$ cat config.mk
export PLATFORM = sky130hd
export DESIGN_NAME = join_collector
export DESIGN_NICKNAME = d
export VERILOG_FILES = /design/src/rtl/join_collector.sv
export SDC_FILE = /design/constraint.sdc
export NUM_CORES = 1
export LEC_CHECK = 0
export ABC_AREA = 1
export CORE_AREA = 2 2 41 52
export DETAILED_ROUTE_END_ITERATION = 16
export DIE_AREA = 0 0 43 54
export PLACE_DENSITY = 0.74
export REMOVE_ABC_BUFFERS = 1
export SLEW_MARGIN = 20
export SYNTH_ARGS = -nofsm -noshare
export SYNTH_HDL_FRONTEND = slang
export SYNTH_SLANG_ARGS = --single-unit
$ cat constraint.sdc
create_clock -name clk -period 1.7 [get_ports clk]
set_clock_uncertainty 0.05 [all_clocks]
set_input_delay 0.17 -clock clk [delete_from_list [all_inputs] [get_ports clk]]
set_output_delay 0.17 -clock clk [all_outputs]
set_load 0.03 [all_outputs]
$ cat src/rtl/join_collector.sv
// join_collector: fork/join controller that launches child jobs and resumes the parent in all/any/none join modes.
// Optional WAIT-state timeout is enabled by defining JC_TIMEOUT_EN.
module join_collector #(
    parameter int N_CHILD        = 3,
    parameter int CNT_W          = 2,
    parameter int TIMEOUT_CYCLES = 255,
    parameter int TMO_W          = 8
) (
    input  logic               clk,
    input  logic               rst,
    input  logic               go_i,
    input  logic [1:0]         mode_i,
    input  logic [N_CHILD-1:0] child_en_i,
    input  logic [N_CHILD-1:0] child_done_i,
    output logic [N_CHILD-1:0] child_start_o,
    output logic               parent_resume_o,
    output logic               busy_o,
    output logic [N_CHILD-1:0] pending_o,
    output logic [N_CHILD-1:0] done_mask_o,
    output logic [CNT_W-1:0]   outstanding_o,
    output logic               error_o,
    output logic               timeout_o
);
    typedef enum logic [1:0] {IDLE, LAUNCH, WAIT, RESUME} state_t;

    state_t             state, state_nx;
    logic [N_CHILD-1:0] launch_mask, pending, done_mask, acc, stray;
    logic [1:0]         mode;
    logic               error, accept, is_any, is_none, join_met, tmo_hit;

    if (2 ** CNT_W <= N_CHILD) begin : g_bad_cnt_w
        $error("CNT_W too narrow for N_CHILD");
    end
    if (TIMEOUT_CYCLES < 1 || TIMEOUT_CYCLES >= 2 ** TMO_W) begin : g_bad_tmo_w
        $error("TIMEOUT_CYCLES does not fit TMO_W");
    end

    assign busy_o   = state != IDLE || |pending;
    assign accept   = go_i && !busy_o;
    assign acc      = child_done_i & pending;
    assign stray    = child_done_i & ~pending;
    assign is_any   = mode == 2'b01;
    assign is_none  = mode == 2'b10;
    assign join_met = is_any ? |acc : (pending & ~child_done_i) == '0;

`ifdef JC_TIMEOUT_EN
    logic [TMO_W-1:0] tmo_cnt;
    logic             timeout;

    // counter reads i during the (i+1)th WAIT cycle, so the limit fires on the last allowed one
    assign tmo_hit   = state == WAIT && tmo_cnt == TMO_W'(TIMEOUT_CYCLES - 1) && !join_met;
    assign timeout_o = timeout;

    always_ff @(posedge clk or posedge rst) begin
        if (rst) begin
            tmo_cnt <= '0;
            timeout <= 1'b0;
        end else begin
            tmo_cnt <= state == WAIT ? tmo_cnt + 1'b1 : '0;
            timeout <= accept ? 1'b0 : (timeout | tmo_hit);
        end
    end
`else
    assign tmo_hit   = 1'b0;
    assign timeout_o = 1'b0;
`endif

    always_ff @(posedge clk or posedge rst) begin
        if (rst) state <= IDLE;
        else     state <= state_nx;
    end

    always_comb begin
        state_nx = state;
        case (state)
            IDLE:    state_nx = accept ? LAUNCH : IDLE;
            LAUNCH:  state_nx = (launch_mask == '0 || is_none) ? RESUME : WAIT;
            WAIT:    state_nx = (join_met || tmo_hit) ? RESUME : WAIT;
            default: state_nx = IDLE;
        endcase
    end

    // pending is empty while LAUNCH runs, so any done seen then lands in stray
    always_ff @(posedge clk or posedge rst) begin
        if (rst) begin
            launch_mask <= '0;
            mode        <= '0;
            pending     <= '0;
            done_mask   <= '0;
            error       <= 1'b0;
        end else begin
            pending <= state == LAUNCH ? launch_mask : pending & ~child_done_i;
            if (accept) begin
                launch_mask <= child_en_i;
                mode        <= mode_i;
                done_mask   <= '0;
                error       <= 1'b0;
            end else begin
                done_mask <= done_mask | acc;
                error     <= error | (|stray);
            end
        end
    end

    assign child_start_o   = state == LAUNCH ? launch_mask : '0;
    assign parent_resume_o = state == RESUME;
    assign pending_o       = pending;
    assign done_mask_o     = done_mask;
    assign error_o         = error;

    always_comb begin
        outstanding_o = '0;
        for (int i = 0; i < N_CHILD; i++) outstanding_o = outstanding_o + CNT_W'(pending[i]);
    end
endmodule

Yosys cells after proc, flatten, opt, wreduce, memory -nomap -nowiden. Index checks and enable logic that the tools add are counted.

Flip-flop bits (word level): 14. Input bits: 11. Output and inout bits: 15. Word-level logic and storage cells: 40.

Add/sub/neg operators: 2. Equal/unequal tests: 5. Muxes and demuxes: 9. Bitwise operators: 7. Reduce and logical (&&, ||, !) cells: 11.

Operators with widths (number): $and 3x3->3 (3); $mux 3 (3); $reduce_or 3->1 (3); $eq 2x2->1 const B (3); $logic_not 3->1 (2); $not 3->3 (2); $pmux 2 s3 (1); $mux 1 (5); $eq 2x1->1 const B (2); $or 3x3->3 (1); $add 1x1->2 (1); $add 2x1->2 (1); $logic_not 2->1 (1); $logic_or 1x1->1 (2); $reduce_bool 2->1 (1); $logic_and 1x1->1 (1); $logic_not 1->1 (1); $or 1x1->1 (1).

Logic depth before layout (Yosys ltp). Gate-level depths: netlist (run 1).

Word-level depth: 6. Mapped depth: 7. Depth with buffers taken out: 7.

Worst setup path after synthesis (run 1). No wires, ideal clock.

Path kind: reg2out. Start: register pending[0], in the netlist pending_o[0]. End: output outstanding_o[0]. Arrival time: 1.315 ns. Path slack: 0.165 ns. Cell stages (with the launch flop): 2. Buffers on the path: 0. Cells stage by stage: dfrtp_1 fa_1.

Word-level cells in the longest chain between the ends: 2.

Ends and longest elaborated chain: start: declaration (line 27) `logic [N_CHILD-1:0] launch_mask, pending, done_mask, acc, stray;`; start signal: assignment (line 92) `pending <= state == LAUNCH ? launch_mask : pending & ~child_done_i;`; $add 1x1->2 (line 113) `for (int i = 0; i < N_CHILD; i++) outstanding_o = outstanding_o + CNT_W'(pending[i]);`; $add 2x1->2 (line 113); end: declaration (line 20) `output logic [CNT_W-1:0] outstanding_o,`.

No other way between the ends.

Worst setup path after layout (run 1).
Start: register state[0]. End: output child_start_o[1].

Word-level cells in the longest chain between the ends: 2.

Ends and longest elaborated chain: start: declaration (line 26) `state_t state, state_nx;`; start signal: assignment (line 70) `else state <= state_nx;`; $eq 2x1->1 (line 105) `assign child_start_o = state == LAUNCH ? launch_mask : '0;`; $mux 3 (line 105); end: declaration (line 15) `output logic [N_CHILD-1:0] child_start_o,`.

No other way between the ends.

==> reports/metrics.cfg, run 1 <==
[cts]
cts_buffers = 3
cts_max_level = 1
tritoncts = yes
clk_pin_slew_ps = 80
clkLatencyLatePin_ps = 280
cts_sinks = 14
clock_path_buffers = 2
clockRootBuffer = clkbuf_4

[timing]
tightestPinTransition_ps = 519
rsz0062_at_grt = false
setup_viol = 0
holdWs_ps = 169
max_freq_mhz = 609
tns_ps = 0
timing.final.crit_share_pct = 96.6
slew_violations = 0
slew_headroom_pct = 65.4
fin_crit_ps = 1640
hold_violations = 0

[critical_path]
critPathTopFamily = flip-flops
slowest_stage = dfrtp_1
r2r_slack_ps = 440
crit_top_cell = buf_4
worstPathMaxFanout = 7
crit_arrival_ps = 1420
critPathBufInv = 3
start_kind = flop
slowest_delay_ps = 380
endpoint_kind = output pin
critPathRequiredTime_ps = 1480
path_class = flop to output pin
crit_chain = buf_4, ha_1, nand2_1, inv_1, buf_4

[logic_synthesis]
synth_top_area_cell = dfrtp_1
synthArstFlopShare_pct = 100
synth_ff_type = dfrtp_1
yosys_warnings = 0
syn_area_sq_um = 754
ys_seq_area_share_pct = 46.4
synth_area_per_cell_sq_um = 8.38
synth_cells = 90
ys_top_cells_by_area = dfrtp_1, nand2_1, inv_1
post-synth-top-count-cell = nand2_1
synth_seq_cells = 14
synth-edff-count = 0
synth.top_cell.area_share_pct = 46.4
synthTopCellsByCount = nand2_1, inv_1, dfrtp_1, o21ai_0, ha_1
synth_cell_type_count = 18

[die]
core_sq_um = 1890
initial_utilization_pct = 39.9
num_rows = 18
die_x_um = 43
io_pins = 26
fp.dieArea_sq_um = 2320
dieHeight_um = 54

[placement]
port_buffers = 24
dpl_cell_area_sq_um = 1030
finalWeightedCongestion = 0.751
hpwl_um = 1200
dp.cells = 137

[route]
via_count = 654
wl_per_cell_um = 10.9
ant_nets = 0
drc = 0
drtPass1Iterations = 4
drt_iter0_drc = 13
drt_wl_total_um = 1530
vias_per_cell = 4.67

[pwr]
ir_drop_uv = 822
p_leak_nw = 0.599
power.density_nw_per_um2 = 1820

[cells_and_area]
fill_cells = 186
diodes = 0
drive_gt1_share_pct = 15.0
design_area_sq_um = 1050
stdcell_count = 140
syn_to_final_growth_pct = 38.8
layout.nets = 139

[global_routing]
track_usage_pct = 15.9
overflow = 0
grt_pass1_vias = 631
grt_pass1_wl_um = 2570
grt_max_degree = 15
antenna_found_initial = 0

[hold_path]
min_path_type = primary input to asynchronous set/reset pin

[job]
cap_violations = 0

[run_status]
status = completed

## power breakdown
group,internal [mW],switching [mW]
clock network,0.0824,0.107
logic,0.442,0.698
registers,0.481,0.0918
## sequential cells by signal, summed over array words and instances, names as in the netlist
signal and count:
done_mask_o 3, error_o 1, launch_mask 3, mode 2, pending_o 3, state 2
## worst paths after layout
check / cells past startpoint / end / startpoint
worst max-delay path: 5 / child_start_o[1] / state[0]
worst min-delay path: 2 / mode[0] / rst
worst max register to register: 6 / mode[1] / pending_o[1]
worst min register to register: 2 / done_mask_o[2] / done_mask_o[2]
max in group asynchronous: 2 / pending_o[0] / rst
min in group clk: 3 / launch_mask[2] / child_en_i[2]
## logic make-up after synthesis
| group | count (synthesis) | synth area share (%) |
|---|---|---|
| buffers and inverters | 23 | 12.1 |
| AND/OR/NAND/NOR | 34 | 21.1 |
| other | 1 | 0.497 |
| flip-flops | 14 | 46.4 |
| adder cells (fa/ha/maj) | 6 | 10.9 |
| AO/OA/AOI/OAI | 12 | 8.95 |
## repair_timing
item	4_1_cts	5_1_grt
resized for setup	7	2
setup buffers	0	0
hold buffers	0	0
endpoints found under the setup margin	5	1
cloned	0	0
## cell type report
class	instances	area, sq um	share of cell area (%)
Multi-Input combinational cell	53	313	29.9
Timing Repair Buffer	28	253	24.1
Sequential cell	14	350	33.5
Clock buffer	3	22.5	2.15
Tap cell	20	25.0	2.39
Inverter	22	83.8	8.00
## cell usage in the layout (no fill, tap or decap)
cell              n
o21ai_0           9
clkdlybuf4s50_1  15
nor2_1            3
nor2_4            1
clkdlybuf4s15_2   1
conb_1            1
fa_1              1
nand2_1          25
inv_2             1
nand4_1           1
dfrtp_1          14
clkbuf_2          1
buf_4             8
nand4_4           1
dlygate4sd2_1     3
ha_1              5
clkinv_2          1
o31a_1            1
o21ai_1           1
nand3_1           3
clkbuf_4          3
inv_1            20
a21oi_2           1
## per-stage QoR
stage          power, mW  util, %  worst slack [ps]
6_report            1.90     55.4              57.6
5_1_grt             2.05     55.4              3.90
4_1_cts             1.92     55.6              53.6
3_5_place_dp        1.76     54.6              56.3
3_3_place_gp        1.74     54.6              96.6
2_1_floorplan       1.34        -               165
## metal layers
layer | vias to the layer above | wire length (um) | track usage [%]
li1 | 329 | - | -
met1 | 297 | 587 | 15.7
met2 | 24 | 800 | 29.3
met3 | 4 | 86 | 2.01
met4 | 0 | 55 | 13.6
met5 | - | 0 | 0
(Power assumes the default switching activity.)
==> run 2: changes to the inputs <==
- CORE_AREA: 2 2 41 52 -> 2 2 41 43
- DIE_AREA: 0 0 43 54 -> 0 0 43 45
- DONT_BUFFER_PORTS: default -> 1
- PLACE_DENSITY: 0.74 -> 0.66
==> run 2 against run 1 <==
Sequential cell count is the same. Core utilization grew 4.8 points. First-iteration DRC count shrank 77%. Combinational power shrank 27%. Fmax grew 1.0%. Global-route usage grew 0.72 points. Highest routed layer unchanged.
==> reports/metrics.cfg, run 2 (synthesized netlist as in run 1, its figures left out) <==
[run_status]
status = completed

[global_routing]
grt_max_degree = 15
track_usage_pct = 16.6
grt_pass1_wl_um = 2340
overflow = 0
antenna_found_initial = 0
grt_pass1_vias = 569

[critical_path]
slowest_delay_ps = 730
start_kind = flop
critPathRequiredTime_ps = 1480
slowest_stage = fa_1
critPathBufInv = 0
crit_arrival_ps = 1410
endpoint_kind = output pin
worstPathMaxFanout = 2
crit_chain = fa_1
path_class = flop to output pin
critPathTopFamily = adder cells

[cells_and_area]
layout.nets = 120
drive_gt1_share_pct = 14.7
syn_to_final_growth_pct = 17.4
final_common_cell = nand2_1
fill_cells = 138
design_area_sq_um = 886
stdcell_count = 118
final_cell_mix = nand2_1, inv_1, dfrtp_1
seq_area_sq_um = 350
diodes = 0
fin_util_pct = 60.2
multi_input_area_sq_um = 313

[pwr]
p_comb_share_pct = 48.2
total_power_mw = 1.73
p_int_uw = 882
p_sw_uw = 850
p_leak_nw = 0.510
power.density_nw_per_um2 = 1960
switching_share_pct = 49.1
clkPwrFrac_pct = 13.4
ir_drop_uv = 855
seqPwrFrac_pct = 38.4

[cts]
clk_pin_slew_ps = 80
clockRootBuffer = clkbuf_4
cts_max_level = 1
clock_path_buffers = 2
clkLatencyLatePin_ps = 270
tritoncts = yes
cts_buffers = 3
cts_sinks = 14

[timing]
holdWs_ps = 47.2
slew_violations = 0
timing.final.crit_share_pct = 95.6
setup_slack_ps = 74.1
slew_headroom_pct = 66.1
tightestPinTransition_ps = 507
fin_crit_ps = 1630
max_freq_mhz = 615
rsz0062_at_grt = false
tns_ps = 0
setup_viol = 0
hold_violations = 0

[route]
drt_iter0_drc = 3
top_layer = met4
drtPass1Iterations = 3
ant_nets = 0
wl_met1_um = 568
wl_per_cell_um = 11.4
wl_met2_um = 669
drt_wl_total_um = 1340
via_count = 574
drc = 0
wl_met3_um = 94
vias_per_cell = 4.86

[die]
io_pins = 26
die_x_um = 43
fp.dieArea_sq_um = 1940
initial_utilization_pct = 51.3
dieHeight_um = 45
core_sq_um = 1470
num_rows = 14

[placement]
finalWeightedCongestion = 0.706
hpwl_um = 1040
dpl_cell_area_sq_um = 790
pre_cts_ws_ps = 371
dp.cells = 108
port_buffers = 0

[hold_path]
min_path_type = primary input to flop

[job]
cap_violations = 0

## run 2: metal layers
| metal | up-vias | track usage (%) |
|---|---|---|
| li1 | 291 | - |
| met4 | 0 | 7.27 |
| met1 | 260 | 19.4 |
| met3 | 2 | 3.60 |
| met2 | 21 | 29.7 |
| met5 | - | 0 |
## run 2: worst paths after layout
kind,start,to,slack (ps),cells after the start
hold / removal,child_done_i[2],pending_o[2],50,3
max in group asynchronous,rst,launch_mask[0],950,2
min in group asynchronous,rst,mode[1],310,2
setup / recovery,pending_o[0],outstanding_o[0],70,1
setup reg to reg,state[0],launch_mask[0],380,6
hold reg to reg,launch_mask[1],launch_mask[1],470,2
## run 2: power by group through the flow
stage	clock (mW)	combinational, mW	sequential (mW)
final	0.232	0.836	0.665
after global routing	0.258	0.939	0.690
after CTS	0.240	0.844	0.666
after detailed placement	0	0.829	0.673
after global placement	0	0.812	0.667
after floorplan	0	0.608	0.727
## run 2: repair_timing
action,4_1_cts,5_1_grt
endpoints found under the hold margin,19,0
buffers inserted,0,0
resized for setup,0,3
endpoints found under the setup margin,0,3
hold buffers,6,0
## run 2: area by class of cell
type / instances / area share [%]
Inverter: 22 / 9.46
Multi-Input combinational cell: 53 / 35.3
Tap cell: 16 / 2.26
Timing Repair Buffer: 9 / 9.32
Sequential cell: 14 / 39.5
Clock buffer: 4 / 4.10
==> run 3: changes to the inputs <==
- CELL_PAD_IN_SITES_DETAIL_PLACEMENT: default -> 0
- CELL_PAD_IN_SITES_GLOBAL_PLACEMENT: default -> 1
- CORE_AREA: 2 2 41 43 -> 2 2 41 53
- DIE_AREA: 0 0 43 45 -> 0 0 43 55
- PLACE_DENSITY: 0.66 -> 0.71
==> run 3 against run 2 <==
Clock power down 22%. Sequential cell count unchanged. Core utilization fell by 14 points. Register-to-register slack barely moved. Combinational power decreased by 0.6%. Worst hold slack worse by 7.8 ps. Die area grew 22%. Final cell count grew 2.5%. Largest power group unchanged.
==> reports/metrics.cfg, run 3 (synthesized netlist as in run 1, its figures left out) <==
[run_status]
status = completed

[cells_and_area]
final_common_cell = nand2_1
fill_cells = 207
fin_util_pct = 46.5
drive_gt1_share_pct = 11.9
diodes = 0
final_cell_mix = nand2_1, inv_1, dfrtp_1
syn_to_final_growth_pct = 16.6
stdcell_count = 121
layout.nets = 120

[critical_path]
critPathRequiredTime_ps = 1480
crit_chain = fa_1
start_kind = flop
crit_arrival_ps = 1400
critPathTopFamily = adder cells
worstPathMaxFanout = 2
critPathBufInv = 0
path_class = flop to output pin
slowest_stage = fa_1
slowest_delay_ps = 730
endpoint_kind = output pin

[cts]
clockRootBuffer = clkbuf_4
clkLatencyLatePin_ps = 270
clock_path_buffers = 2
tritoncts = yes
clk_pin_slew_ps = 80
postCtsSetupRepairBufs = 0
cts_sinks = 14
cts_buffers = 3
cts_max_level = 1

[global_routing]
antenna_found_initial = 0
grt_pass1_wl_um = 2610
grt_max_degree = 15
grt_pass1_vias = 634
overflow = 0
track_usage_pct = 15.2

[route]
drt_iter0_drc = 3
drtPass1Iterations = 4
vias_per_cell = 4.82
drt_wl_total_um = 1410
wl_per_cell_um = 11.7
drc = 0
ant_nets = 0
via_count = 583

[die]
initial_utilization_pct = 39.9
fp.dieArea_sq_um = 2370
die_x_um = 43
core_sq_um = 1890
io_pins = 26
num_rows = 18
dieHeight_um = 55

[placement]
finalWeightedCongestion = 0.716
pre_cts_ws_ps = 361
port_buffers = 0
dp.cells = 112
hpwl_um = 1070

[timing]
setup_slack_ps = 77.1
max_freq_mhz = 616
slew_headroom_pct = 64.8
timing.final.crit_share_pct = 95.5
fin_crit_ps = 1620
tns_ps = 0
slew_violations = 0
tightestPinTransition_ps = 527
rsz0062_at_grt = false
hold_violations = 0
setup_viol = 0

[pwr]
p_int_uw = 835
seqPwrFrac_pct = 39.6
p_leak_nw = 0.508
clkPwrFrac_pct = 10.9
p_comb_share_pct = 49.5
ir_drop_uv = 675
p_sw_uw = 843
switching_share_pct = 50.2
power.density_nw_per_um2 = 1910

[hold_path]
min_path_type = primary input to flop

[job]
cap_violations = 0

run 3: cell count changes in the layout (fill, tap and decap cells not counted):
cell      previous run  this run
clkbuf_8             1         0
inv_1               17        20
ha_1                 5         4
inv_2                4         1
ha_2                 0         1
run 3: layout make-up:
| class | instances | area, sq um | share of cell area (%) |
|---|---|---|---|
| timing repair buffer | 9 | 82.6 | 9.39 |
| tap | 20 | 25.0 | 2.84 |
| inverter | 22 | 83.8 | 9.53 |
| sequential | 14 | 350 | 39.8 |
| multi-input combinational | 53 | 315 | 35.8 |
| clock buffer | 3 | 22.5 | 2.56 |
run 3: path summary, 6_finish.rpt:
| kind | cells after the start | to | slack (ps) | start |
|---|---|---|---|---|
| max | 1 | outstanding_o[0] | 80 | pending_o[0] |
| min | 3 | pending_o[2] | 40 | child_done_i[2] |
| max reg2reg | 6 | mode[0] | 380 | state[0] |
| min reg2reg | 2 | launch_mask[1] | 470 | launch_mask[1] |
| max in group asynchronous | 2 | pending_o[1] | 930 | rst |
| min in group asynchronous | 2 | launch_mask[0] | 320 | rst |
run 3: metal layers:
| metal | global-route usage (%) | vias to the layer above | part of all wire, % |
|---|---|---|---|
| li1 | - | 295 | - |
| met5 | 0 | - | 0 |
| met3 | 2.60 | 4 | 6.6 |
| met1 | 18.3 | 262 | 44 |
| met2 | 25.8 | 22 | 48 |
| met4 | 9.09 | 0 | 1.6 |
run 3: timing repair:
action | CTS | global route
gates resized for setup | 0 | 1
endpoints found under the hold margin | 19 | 0
setup endpoints to repair | 0 | 3
hold buffers | 6 | 0
run 3: through the flow:
step                      area (sq um)  total power [mW]  hold slack [ps]
after CTS                          877              1.70             39.6
after floorplan                    747              1.34             9.22
after detailed placement           795              1.50             77.1
final                              880              1.68             39.4
after global placement             795              1.48             79.8
after global routing               880              1.84             72.7
run 3: power by group through the flow:
stage | registers, mW | clock network [mW] | logic [mW]
after global placement | 0.669 | 0 | 0.815
final | 0.665 | 0.182 | 0.831
after detailed placement | 0.671 | 0 | 0.831
after CTS | 0.665 | 0.188 | 0.845
after floorplan | 0.727 | 0 | 0.608
after global routing | 0.694 | 0.198 | 0.952
